<file path="config.mk">
export PLATFORM = sky130hd
export DESIGN_NAME = mesi_isc_cpu_port_ctrl
export DESIGN_NICKNAME = d
export VERILOG_FILES = /design/src/rtl/mesi_isc_pkg.sv /design/src/rtl/mesi_isc_snoop_resp.sv /design/src/rtl/mesi_isc_cpu_port_ctrl.sv
export SDC_FILE = /design/constraint.sdc
export NUM_CORES = 1
export LEC_CHECK = 0
export BUFFER_PORTS_ARGS = -buffer_cell sky130_fd_sc_hd__buf_2
export CORE_ASPECT_RATIO = 1.5
export CORE_MARGIN = 4
export CORE_UTILIZATION = 50
export DETAILED_ROUTE_END_ITERATION = 6
export PLACE_DENSITY = 0.8
export SKIP_CTS_REPAIR_TIMING = 1
export SYNTH_ARGS = -nofsm -noshare
export SYNTH_HDL_FRONTEND = slang
export SYNTH_HIERARCHICAL = 1
export SYNTH_SLANG_ARGS = --single-unit
</file>
<file path="constraint.sdc">
create_clock -name clk -period 2.1 [get_ports clk]
set_clock_uncertainty 0.15 [all_clocks]
set_input_delay 0.21 -clock clk [delete_from_list [all_inputs] [get_ports clk]]
set_output_delay 0.21 -clock clk [all_outputs]
set_load 0.03 [all_outputs]
</file>
<file path="src/rtl/mesi_isc_pkg.sv">
// Shared command encodings and FSM state types for the MESI ISC CPU port.
package mesi_isc_pkg;

    localparam int unsigned MBUS_NOP      = 0;
    localparam int unsigned MBUS_WR       = 1;
    localparam int unsigned MBUS_RD       = 2;
    localparam int unsigned MBUS_WR_BROAD = 3;
    localparam int unsigned MBUS_RD_BROAD = 4;

    localparam int unsigned CBUS_NOP      = 0;
    localparam int unsigned CBUS_WR_SNOOP = 1;
    localparam int unsigned CBUS_RD_SNOOP = 2;
    localparam int unsigned CBUS_EN_WR    = 3;
    localparam int unsigned CBUS_EN_RD    = 4;

    typedef enum logic [1:0] {
        R_IDLE    = 2'd0,
        R_ISSUE   = 2'd1,
        R_WAIT_EN = 2'd2,
        R_FINAL   = 2'd3
    } req_state_t;

    typedef enum logic [1:0] {
        S_IDLE  = 2'd0,
        S_COUNT = 2'd1,
        S_ACK   = 2'd2,
        S_HOLD  = 2'd3
    } snoop_state_t;

endpackage

</file>
<file path="src/rtl/mesi_isc_snoop_resp.sv">
// Coherence-bus responder: latches a snoop command, forwards it to the cache
// and acknowledges it after a programmable latency.
module mesi_isc_snoop_resp
    import mesi_isc_pkg::*;
#(
    parameter int unsigned CBUS_CMD_WIDTH = 3,
    parameter int unsigned ADDR_WIDTH     = 32,
    parameter int unsigned LAT_WIDTH      = 4
) (
    input  logic                      clk,
    input  logic                      rst,
    input  logic [CBUS_CMD_WIDTH-1:0] cbus_cmd,
    input  logic [ADDR_WIDTH-1:0]     cbus_addr,
    input  logic [LAT_WIDTH-1:0]      snoop_lat,
    output logic                      cbus_ack,
    output logic                      snoop_valid,
    output logic [CBUS_CMD_WIDTH-1:0] snoop_cmd,
    output logic [ADDR_WIDTH-1:0]     snoop_addr,
    output logic                      en_wr_ack,
    output logic                      en_rd_ack
);

    localparam int unsigned CW = CBUS_CMD_WIDTH;
    localparam int unsigned AW = ADDR_WIDTH;
    localparam int unsigned LW = LAT_WIDTH;

    snoop_state_t   state, state_next;
    logic [LW-1:0]  cnt, cnt_next;
    logic [CW-1:0]  cmd_next;
    logic [AW-1:0]  addr_next;
    logic           valid_next;
    logic           ack_next;

    // Next-state logic; the counter is only loaded in S_IDLE so it never wraps.
    always_comb begin
        state_next = state;
        cnt_next   = cnt;
        cmd_next   = snoop_cmd;
        addr_next  = snoop_addr;
        valid_next = 1'b0;
        case (state)
            S_IDLE: begin
                if (cbus_cmd != CW'(CBUS_NOP)) begin
                    cmd_next   = cbus_cmd;
                    addr_next  = cbus_addr;
                    cnt_next   = snoop_lat;
                    valid_next = (cbus_cmd == CW'(CBUS_WR_SNOOP)) ||
                                 (cbus_cmd == CW'(CBUS_RD_SNOOP));
                    state_next = (snoop_lat != LW'(0)) ? S_COUNT : S_ACK;
                end
            end
            S_COUNT: begin
                if (cnt == LW'(1)) begin
                    state_next = S_ACK;
                end else begin
                    cnt_next = cnt - LW'(1);
                end
            end
            S_ACK: begin
                state_next = S_HOLD;
            end
            S_HOLD: begin
                if (cbus_cmd == CW'(CBUS_NOP)) begin
                    state_next = S_IDLE;
                end
            end
            default: begin
                state_next = S_IDLE;
            end
        endcase
        ack_next = (state_next == S_ACK);
    end

    always_ff @(posedge clk) begin
        if (!rst) begin
            state       <= S_IDLE;
            cnt         <= '0;
            cbus_ack    <= 1'b0;
            snoop_valid <= 1'b0;
            snoop_cmd   <= CW'(CBUS_NOP);
            snoop_addr  <= '0;
            en_wr_ack   <= 1'b0;
            en_rd_ack   <= 1'b0;
        end else begin
            state       <= state_next;
            cnt         <= cnt_next;
            cbus_ack    <= ack_next;
            snoop_valid <= valid_next;
            snoop_cmd   <= cmd_next;
            snoop_addr  <= addr_next;
            en_wr_ack   <= ack_next && (cmd_next == CW'(CBUS_EN_WR));
            en_rd_ack   <= ack_next && (cmd_next == CW'(CBUS_EN_RD));
        end
    end

endmodule

</file>
<file path="src/rtl/mesi_isc_cpu_port_ctrl.sv">
// Per-CPU port controller: sequences main-bus requests (including the
// broadcast enable handshake) and hosts the coherence-bus snoop responder.
module mesi_isc_cpu_port_ctrl
    import mesi_isc_pkg::*;
#(
    parameter int unsigned MBUS_CMD_WIDTH = 3,
    parameter int unsigned CBUS_CMD_WIDTH = 3,
    parameter int unsigned ADDR_WIDTH     = 32,
    parameter int unsigned LAT_WIDTH      = 4
) (
    input  logic                      clk,
    input  logic                      rst,
    input  logic                      req_valid_i,
    input  logic [MBUS_CMD_WIDTH-1:0] req_cmd_i,
    input  logic [ADDR_WIDTH-1:0]     req_addr_i,
    output logic                      req_ready_o,
    output logic                      done_o,
    output logic [MBUS_CMD_WIDTH-1:0] mbus_cmd_o,
    output logic [ADDR_WIDTH-1:0]     mbus_addr_o,
    input  logic                      mbus_ack_i,
    input  logic [CBUS_CMD_WIDTH-1:0] cbus_cmd_i,
    input  logic [ADDR_WIDTH-1:0]     cbus_addr_i,
    output logic                      cbus_ack_o,
    input  logic [LAT_WIDTH-1:0]      snoop_lat_i,
    output logic                      snoop_valid_o,
    output logic [CBUS_CMD_WIDTH-1:0] snoop_cmd_o,
    output logic [ADDR_WIDTH-1:0]     snoop_addr_o,
    output logic                      err_o
);

    localparam int unsigned MW = MBUS_CMD_WIDTH;
    localparam int unsigned AW = ADDR_WIDTH;

    req_state_t     state, state_next;
    logic [MW-1:0]  cmd_q, cmd_next;
    logic [AW-1:0]  addr_q, addr_next;
    logic [MW-1:0]  mbus_cmd_next;
    logic [AW-1:0]  mbus_addr_next;
    logic           done_next;
    logic           err_set;
    logic           req_illegal;
    logic           en_match;
    logic           en_wr_ack;
    logic           en_rd_ack;

    mesi_isc_snoop_resp #(
        .CBUS_CMD_WIDTH (CBUS_CMD_WIDTH),
        .ADDR_WIDTH     (ADDR_WIDTH),
        .LAT_WIDTH      (LAT_WIDTH)
    ) u_snoop_resp (
        .clk         (clk),
        .rst         (rst),
        .cbus_cmd    (cbus_cmd_i),
        .cbus_addr   (cbus_addr_i),
        .snoop_lat   (snoop_lat_i),
        .cbus_ack    (cbus_ack_o),
        .snoop_valid (snoop_valid_o),
        .snoop_cmd   (snoop_cmd_o),
        .snoop_addr  (snoop_addr_o),
        .en_wr_ack   (en_wr_ack),
        .en_rd_ack   (en_rd_ack)
    );

    // Request sequencing; bus outputs are derived from the next state so they
    // appear one cycle after the decision.
    always_comb begin
        state_next     = state;
        cmd_next       = cmd_q;
        addr_next      = addr_q;
        mbus_cmd_next  = MW'(MBUS_NOP);
        mbus_addr_next = '0;
        done_next      = 1'b0;
        err_set        = 1'b0;
        req_illegal    = (req_cmd_i == MW'(MBUS_NOP)) || (req_cmd_i > MW'(MBUS_RD_BROAD));
        en_match       = (en_wr_ack && (cmd_q == MW'(MBUS_WR_BROAD))) ||
                         (en_rd_ack && (cmd_q == MW'(MBUS_RD_BROAD)));
        case (state)
            R_IDLE: begin
                if (mbus_ack_i) begin
                    err_set = 1'b1;
                end
                if (req_valid_i) begin
                    if (req_illegal) begin
                        err_set = 1'b1;
                    end else begin
                        cmd_next   = req_cmd_i;
                        addr_next  = req_addr_i;
                        state_next = R_ISSUE;
                    end
                end
            end
            R_ISSUE: begin
                if (mbus_ack_i) begin
                    if ((cmd_q == MW'(MBUS_WR)) || (cmd_q == MW'(MBUS_RD))) begin
                        done_next  = 1'b1;
                        state_next = R_IDLE;
                    end else begin
                        state_next = R_WAIT_EN;
                    end
                end
            end
            R_WAIT_EN: begin
                if (mbus_ack_i) begin
                    err_set = 1'b1;
                end
                if (en_match) begin
                    cmd_next   = (cmd_q == MW'(MBUS_WR_BROAD)) ? MW'(MBUS_WR) : MW'(MBUS_RD);
                    state_next = R_FINAL;
                end
            end
            R_FINAL: begin
                if (mbus_ack_i) begin
                    done_next  = 1'b1;
                    state_next = R_IDLE;
                end
            end
            default: begin
                state_next = R_IDLE;
            end
        endcase
        // An enable that does not release a waiting broadcast is a protocol error.
        if ((en_wr_ack || en_rd_ack) && !((state == R_WAIT_EN) && en_match)) begin
            err_set = 1'b1;
        end
        if ((state_next == R_ISSUE) || (state_next == R_FINAL)) begin
            mbus_cmd_next  = cmd_next;
            mbus_addr_next = addr_next;
        end
    end

    always_ff @(posedge clk) begin
        if (!rst) begin
            state       <= R_IDLE;
            cmd_q       <= MW'(MBUS_NOP);
            addr_q      <= '0;
            req_ready_o <= 1'b1;
            done_o      <= 1'b0;
            mbus_cmd_o  <= MW'(MBUS_NOP);
            mbus_addr_o <= '0;
            err_o       <= 1'b0;
        end else begin
            state       <= state_next;
            cmd_q       <= cmd_next;
            addr_q      <= addr_next;
            req_ready_o <= (state_next == R_IDLE);
            done_o      <= done_next;
            mbus_cmd_o  <= mbus_cmd_next;
            mbus_addr_o <= mbus_addr_next;
            err_o       <= err_o | err_set;
        end
    end

endmodule

</file>
==> results of run 1 <==
## how the worst max path moves through the flow
stage,slack (ns),endpoint,depth (start not counted)
4_1_cts,0.08,mbus_addr_o[19],5
3_3_place_gp,0.20,mbus_addr_o[9],5
2_1_floorplan,0.23,mbus_addr_o[26],6
5_1_grt,-0.02,mbus_addr_o[17],5
6_report,0.09,mbus_addr_o[19],5
3_5_place_dp,0.13,mbus_addr_o[21],5
## critical path, stage by stage (launching register included)
cell and delay [ns]:
dfxtp_1 0.39, or3b_4 0.43, nor3_4 0.25, buf_12 0.25, mux2i_1 0.29, and2_1 0.17
## layer usage
metal	vias up	share of wire (%)
met3	24	6.5
met5	-	0
li1	2020	-
met4	0	2.0
met1	1926	39
met2	157	53
## cell families after synthesis
| kind of cell | synth area share (%) |
|---|---|
| xor+xnor | 0.574 |
| fa+ha+maj | 0.546 |
| flops | 52.4 |
| buf+inv | 4.45 |
| compound gates | 11.4 |
| mux | 7.21 |
| simple gates | 23.4 |
## power by group through the flow
stage / combinational, W / sequential, W / clock, W
floorplan: 0.000522 / 0.00277 / 0
global placement: 0.000995 / 0.00257 / 0
detailed placement: 0.00102 / 0.00258 / 0
CTS: 0.00103 / 0.00254 / 0.00270
global route: 0.00124 / 0.00256 / 0.00284
finish: 0.00113 / 0.00254 / 0.00266
## synth_stat cells, types with 2 or more instances
cell	number	area, sq um
buf_8	3	45.0
nand2_1	133	499
mux2i_1	33	330
nor3_4	3	48.8
buf_6	4	45.0
a21boi_1	30	225
and3b_1	2	17.5
and2_1	40	250
o21a_1	3	22.5
clkbuf_1	12	45.0
or3_1	2	12.5
xnor2_1	3	26.3
o221ai_1	2	17.5
nor2_1	6	22.5
nor2b_1	3	18.8
buf_2	4	20.0
a22o_1	4	35.0
a21boi_0	6	45.0
o21ai_0	10	50.1
o22ai_1	2	12.5
buf_4	3	22.5
ha_1	2	25.0
a21oi_1	6	30.0
dfxtp_1	120	2400
nor3b_1	2	15.0
nand2b_1	2	12.5
inv_1	7	26.3
## final cells by class
class / count / share of cell area (%)
sequential: 120 / 36.2
multi-input combinational: 322 / 29.7
inverter: 7 / 0.396
clock inverter: 8 / 1.09
timing repair buffer: 227 / 23.3
tap: 110 / 2.07
clock buffer: 23 / 7.20
## metrics by stage
| stage | setup TNS [ns] | hold slack, ns |
|---|---|---|
| 6_report | 0 | 0.0296 |
| 5_1_grt | -0.0243 | 0.0254 |
| 4_1_cts | 0 | -0.119 |
| 3_5_place_dp | 0 | 0.293 |
| 3_3_place_gp | 0 | 0.288 |
| 2_1_floorplan | 0 | 0.137 |
## state kept, by name, summed over array words and instances (netlist names)
register / count
addr_q: 32
mbus_addr_o: 32
u_snoop_resp/snoop_addr: 32
u_snoop_resp/cnt: 4
cmd_q: 3
mbus_cmd_o: 3
u_snoop_resp/snoop_cmd: 3
state: 2
u_snoop_resp/state: 2
done_o: 1
err_o: 1
req_ready_o: 1
u_snoop_resp/cbus_ack: 1
u_snoop_resp/en_rd_ack: 1
u_snoop_resp/en_wr_ack: 1
u_snoop_resp/snoop_valid: 1
==> metrics.md, run 1 <==
| Metric | Value |
|---|---|
| Status | completed |
| Commonest cells after routing, fill and taps aside | buf_2 (152), nand2_1 (133), dfxtp_1 (120) |
| Core footprint | 8880 sq um |
| YS warnings | 6 |
| Vias per cell | 5.05 |
| Net Sw Power | 0.00172 W |
| Hold-critical path depth | 3 |
| Vias in the first global route | 3825 |
| NumNets Final | 775 |
| Number of port buffers | 152 |
| Seq/Total Area, Yosys | 52.4% |
| Site Rows | 42 |
| Syn Inst Count | 475 |
| Antenna violations before repair | 0 |
| Worst Hold End | state[1] |
| Io pins | 153 |
| Commonest non-fill, non-tap cell in the layout | buf_2 |
| Vias | 4127 |
| Clock root cell | clkbuf_16 |
| Number of distinct library cells after synthesis | 55 |
| Ant diodes | 0 |
| Pwr dens | 954 nW/um^2 |
| CTS max path bufs | 2 |
| Data required, critical path | 2.29 ns |
| Endpoints failing hold | 0 |
| CTS Buf Count | 17 |
| Hold crit path type | primary input to flip-flop |
| Crit. End Element | flip-flop |
| TritonCTS clock tree | built |
| Crit path launch type | flip-flop |
| Starting density of the core | 51.6% |
| Clock tree sinks | 120 |
| DP Area | 5440 sq um |
| Power Internal | 0.00462 W |
| WL final | 12300 um |
| Primary FF master, synth | dfxtp_1 |
| Syn Nets | 555 |
| Total GRT Usage | 19.4% |
| Cell area after layout | 6640 sq um |
| Die area | 10800 sq um |
| Flops & latches, synth | 120 |
| Reg-to-Reg Start | state[0] |
| Die width | 86.2 um |
| P&R area growth vs syn | 44.9% |
| EDFF count, synth | 0 |
| Clock Power Share | 42.0% |
| # DRC | 0 |
| Routing usage on met1 | 22.8% |
| VDD IR max | 0.737 mV |
| H-tree levels | 4 |
| Layout cells sized above 1 | 29.0% |
| Area taken by flip-flops and latches | 2400 sq um |
| Final setup violation count | 0 |
| Max Freq | 497 MHz |
| DR iter-0 viols | 139 |
| Clk slew on worst S/H paths | 0.05 ns |
| Layout Utilization | 74.8% |
| Critical Path Start | state[0] |
| Global-route wire length before repair | 17000 um |
| Actual slew at the worst max-slew pin | 0.437 ns |
| Placed Cells | 721 |
| FFs w/ async S/R, synth | 0% |
| Final ANT Viol Nets | 0 |
| Register-to-Register Path Depth | 5 |
| Total grt overflow | 0 |
| Crit-path max FO | 26 |
| Wire per inst | 15.0 um |
| Period utilization | 95.8% |
| Slew Limit Fails | 0 |
| Met3 Usage GRT | 5.73% |
| Hpwl dp | 7450 um |
| Power after layout | 0.00633 W |
| Reg2reg end | mbus_addr_o[19] |
| Met2 Track Usage GR | 31.7% |
| Comb power frac | 17.9% |
| Fin cells | 817 |
| Critical path arrival | 2.20 ns |
| Final worst slack | 0.0891 ns |
| Sw Share | 27.1% |
| Worst setup slack after placement | 0.130 ns |
| Max cap viols | 0 |
| Slew headroom | 70.5% |
| Hold Crit Start | mbus_ack_i |
| Crit Path Category | flip-flop to flip-flop |
| Die H | 125 um |
| GPL Wtd Cong | 0.882 |
| Clock latency at the later pin of the worst-skew pair | 0.40 ns |
| Post-Syn Area | 4580 sq um |
| Drt pass-1 iters | 5 |
| Min Tclk post-route | 2.01 ns |
| Seq pwr share | 40.1% |
| Average size of a mapped cell | 9.65 sq um |
| Fill cells | 598 |
| P_leak | 3.05 nW |
| Largest net degree at the start of global routing | 55 |
| Reg2reg setup slack | 0.09 ns |
| Gr busiest metal | met2 |
| Area of the multi-input gates | 1980 sq um |
Power figures use the tool's default switching activity.
==> run 2: changes to the inputs <==
CAP_MARGIN = 5   (was not set)
CORE_UTILIZATION = 52   (was 50)
PLACE_DENSITY = 0.83   (was 0.8)
clock period = 2.4 ns   (was 2.1 ns; I/O delays follow)
==> run 2 against run 1 <==
Effect of this change:
- the run now ends with negative hold slack left
- hold slack worse by 0.034 ns
- sequential share of layout area rose by 0.39 points
- largest cell class unchanged
- flip-flop and latch count stayed put
- global-route usage grew 2.0 points
- core utilization rose by 2.4 points
==> metrics.md, run 2 (synthesis gave the netlist of run 1 again) <==
| Metric | Value |
|---|---|
| DR iter-0 viols | 187 (was 139) |
| Failing checks | negative hold slack |
| Site Rows | 41 (was 42) |
| Pwr dens | 884 nW/um^2 (was 954 nW/um^2) |
| CP Buf/Inv Count | 0 (was 1) |
| Clock tree sinks | 120 (unchanged) |
| Commonest cells after routing, fill and taps aside | buf_2 (151), nand2_1 (133), dfxtp_1 (120) (was buf_2 (152), nand2_1 (133), dfxtp_1 (120)) |
| Crit. End Element | flip-flop (unchanged) |
| P&R area growth vs syn | 43.4% (was 44.9%) |
| GPL Wtd Cong | 0.956 (was 0.882) |
| Critical Path Start | cmd_q[1] (was state[0]) |
| Crit path launch type | flip-flop (unchanged) |
| Vias in the first global route | 3930 (was 3825) |
| Clock root cell | clkbuf_16 (unchanged) |
| Status | finished, violations left (was completed) |
| Die width | 84.6 um (was 86.2 um) |
| Register-to-Register Path Depth | 4 (was 5) |
| Wire per inst | 15.6 um (was 15.0 um) |
| Hold-critical path depth | 3 (unchanged) |
| Crit Path Category | flip-flop to flip-flop (unchanged) |
| Layout cells sized above 1 | 29.2% (was 29.0%) |
| Setup crit end | mbus_cmd_o[0] (was mbus_addr_o[19]) |
| Period utilization | 92.4% (was 95.8%) |
| Slowest CP cell | or4bb_1 (was or3b_4) |
| Number of port buffers | 152 (unchanged) |
| Worst hold slack | -0.00444 ns (was 0.0296 ns) |
| Ant diodes | 0 (unchanged) |
| Power after layout | 0.00581 W (was 0.00633 W) |
| Die area | 10400 sq um (was 10800 sq um) |
| Slew headroom | 64.1% (was 70.5%) |
| Hpwl dp | 7420 um (was 7450 um) |
| Starting density of the core | 53.8% (was 51.6%) |
| Final ANT Viol Nets | 0 (unchanged) |
| WL final | 12500 um (was 12300 um) |
| Cell area after layout | 6570 sq um (was 6640 sq um) |
| VDD IR max | 0.573 mV (was 0.737 mV) |
| Core footprint | 8520 sq um (was 8880 sq um) |
| Critical path arrival | 2.41 ns (was 2.20 ns) |
| Global-route wire length before repair | 18000 um (was 17000 um) |
| Reg-to-Reg Start | cmd_q[1] (was state[0]) |
| NumNets Final | 764 (was 775) |
| Vias per cell | 5.13 (was 5.05) |
| Largest net degree at the start of global routing | 55 (unchanged) |
| CTS Buf Count | 17 (unchanged) |
| Drt pass-1 iters | 7 (was 5) |
| Actual slew at the worst max-slew pin | 0.538 ns (was 0.437 ns) |
| Data required, critical path | 2.59 ns (was 2.29 ns) |
| Min Tclk post-route | 2.22 ns (was 2.01 ns) |
| Io pins | 153 (unchanged) |
| Max Freq | 451 MHz (was 497 MHz) |
| RSZ-0062 raised after global routing | false |
| Final setup violation count | 0 (unchanged) |
| H-tree levels | 4 (unchanged) |
| Reg2reg setup slack | 0.18 ns (was 0.09 ns) |
| Total grt overflow | 0 (unchanged) |
| Reg2reg end | mbus_cmd_o[0] (was mbus_addr_o[19]) |
| Largest regs | addr_q: 32 flops, mbus_addr_o: 32 flops, u_snoop_resp/snoop_addr: 32 flops (unchanged) |
| DP Area | 5360 sq um (was 5440 sq um) |
| Clock latency at the later pin of the worst-skew pair | 0.40 ns (about the same) |
| Die H | 123 um (was 125 um) |
| Delay-heaviest family, CP | compound AO/OA/AOI/OAI gates (was simple AND/OR/NAND/NOR gates) |
| # DRC | 0 (unchanged) |
| Total GRT Usage | 21.4% (was 19.4%) |
| Antenna violations before repair | 0 (unchanged) |
| CTS max path bufs | 2 (unchanged) |
| TNS Setup | 0 ns (unchanged) |
| Commonest non-fill, non-tap cell in the layout | buf_2 (unchanged) |
| WP depth | 4 (was 5) |
| Hold crit path type | primary input to flip-flop (unchanged) |
| Clk slew on worst S/H paths | 0.05 ns (about the same) |
| CP cell instances | or4bb_1 > a211oi_1 > a211o_2 > and3b_1 (was or3b_4 > nor3_4 > buf_12 > mux2i_1 > and2_1) |
| Vias | 4121 (was 4127) |
| Endpoints failing hold | 1 (was 0) |
| Crit-path max FO | 37 (was 26) |
| TritonCTS clock tree | built (unchanged) |
| Slew Limit Fails | 0 (unchanged) |
| P_leak | 3.02 nW (was 3.05 nW) |
| Max incr delay on CP | 0.52 ns (was 0.43 ns) |
| Max cap viols | 0 (unchanged) |
run 2: cell type report:
type                    count  area [sq um]
clock buffers              18           439
clock inverters            13           178
repair buffers            216          1420
well taps                 107           134
multi-input cells         322          1980
inverters                   7          26.3
fillers                   511          1940
flip-flops and latches    120          2400
run 2: per-stage QoR:
step | instances | util (%) | worst slack (ns) | hold slack, ns
2_1_floorplan | 475 | - | 0.532 | 0.167
3_3_place_gp | 713 | 63.0 | 0.316 | 0.288
3_5_place_dp | 713 | 63.0 | 0.223 | 0.292
4_1_cts | 744 | 70.2 | 0.188 | -0.0978
5_1_grt | 803 | 77.2 | 0.0331 | 0.00523
6_report | 803 | 77.2 | 0.182 | -0.00444
run 2: power by group:
group          switching [W]  total, W  internal (W)
clock network       0.000868   0.00262       0.00175
logic               0.000589  0.000966      0.000377
registers          0.0000810   0.00222       0.00214
total                0.00154   0.00581       0.00427
run 2: worst register-to-register path, stage by stage, from the launching register on:
cell and delay (ns):
dfxtp_1 0.36, or4bb_1 0.52, a211oi_1 0.40, a211o_2 0.49
and3b_1 0.24
run 2: metal layers:
metal | track usage (%) | vias up | part of all wire [%]
met2 | 36.8 | 163 | 53
met3 | 8.00 | 16 | 6.7
met5 | 0 | - | 0
met1 | 24.7 | 1942 | 39
met4 | 6.63 | 0 | 1.2
li1 | - | 2000 | -
run 2: worst min-delay path by stage:
stage | startpoint | endpoint | slack, ns
2_1_floorplan | cbus_cmd_i[2] | u_snoop_resp/snoop_valid | 0.17
3_3_place_gp | u_snoop_resp/snoop_addr[2] | u_snoop_resp/snoop_addr[2] | 0.29
3_5_place_dp | u_snoop_resp/snoop_addr[10] | u_snoop_resp/snoop_addr[10] | 0.29
4_1_cts | cbus_addr_i[28] | u_snoop_resp/snoop_addr[28] | -0.1
5_1_grt | req_addr_i[20] | addr_q[20] | 0.005
6_report | req_addr_i[20] | addr_q[20] | -0.004
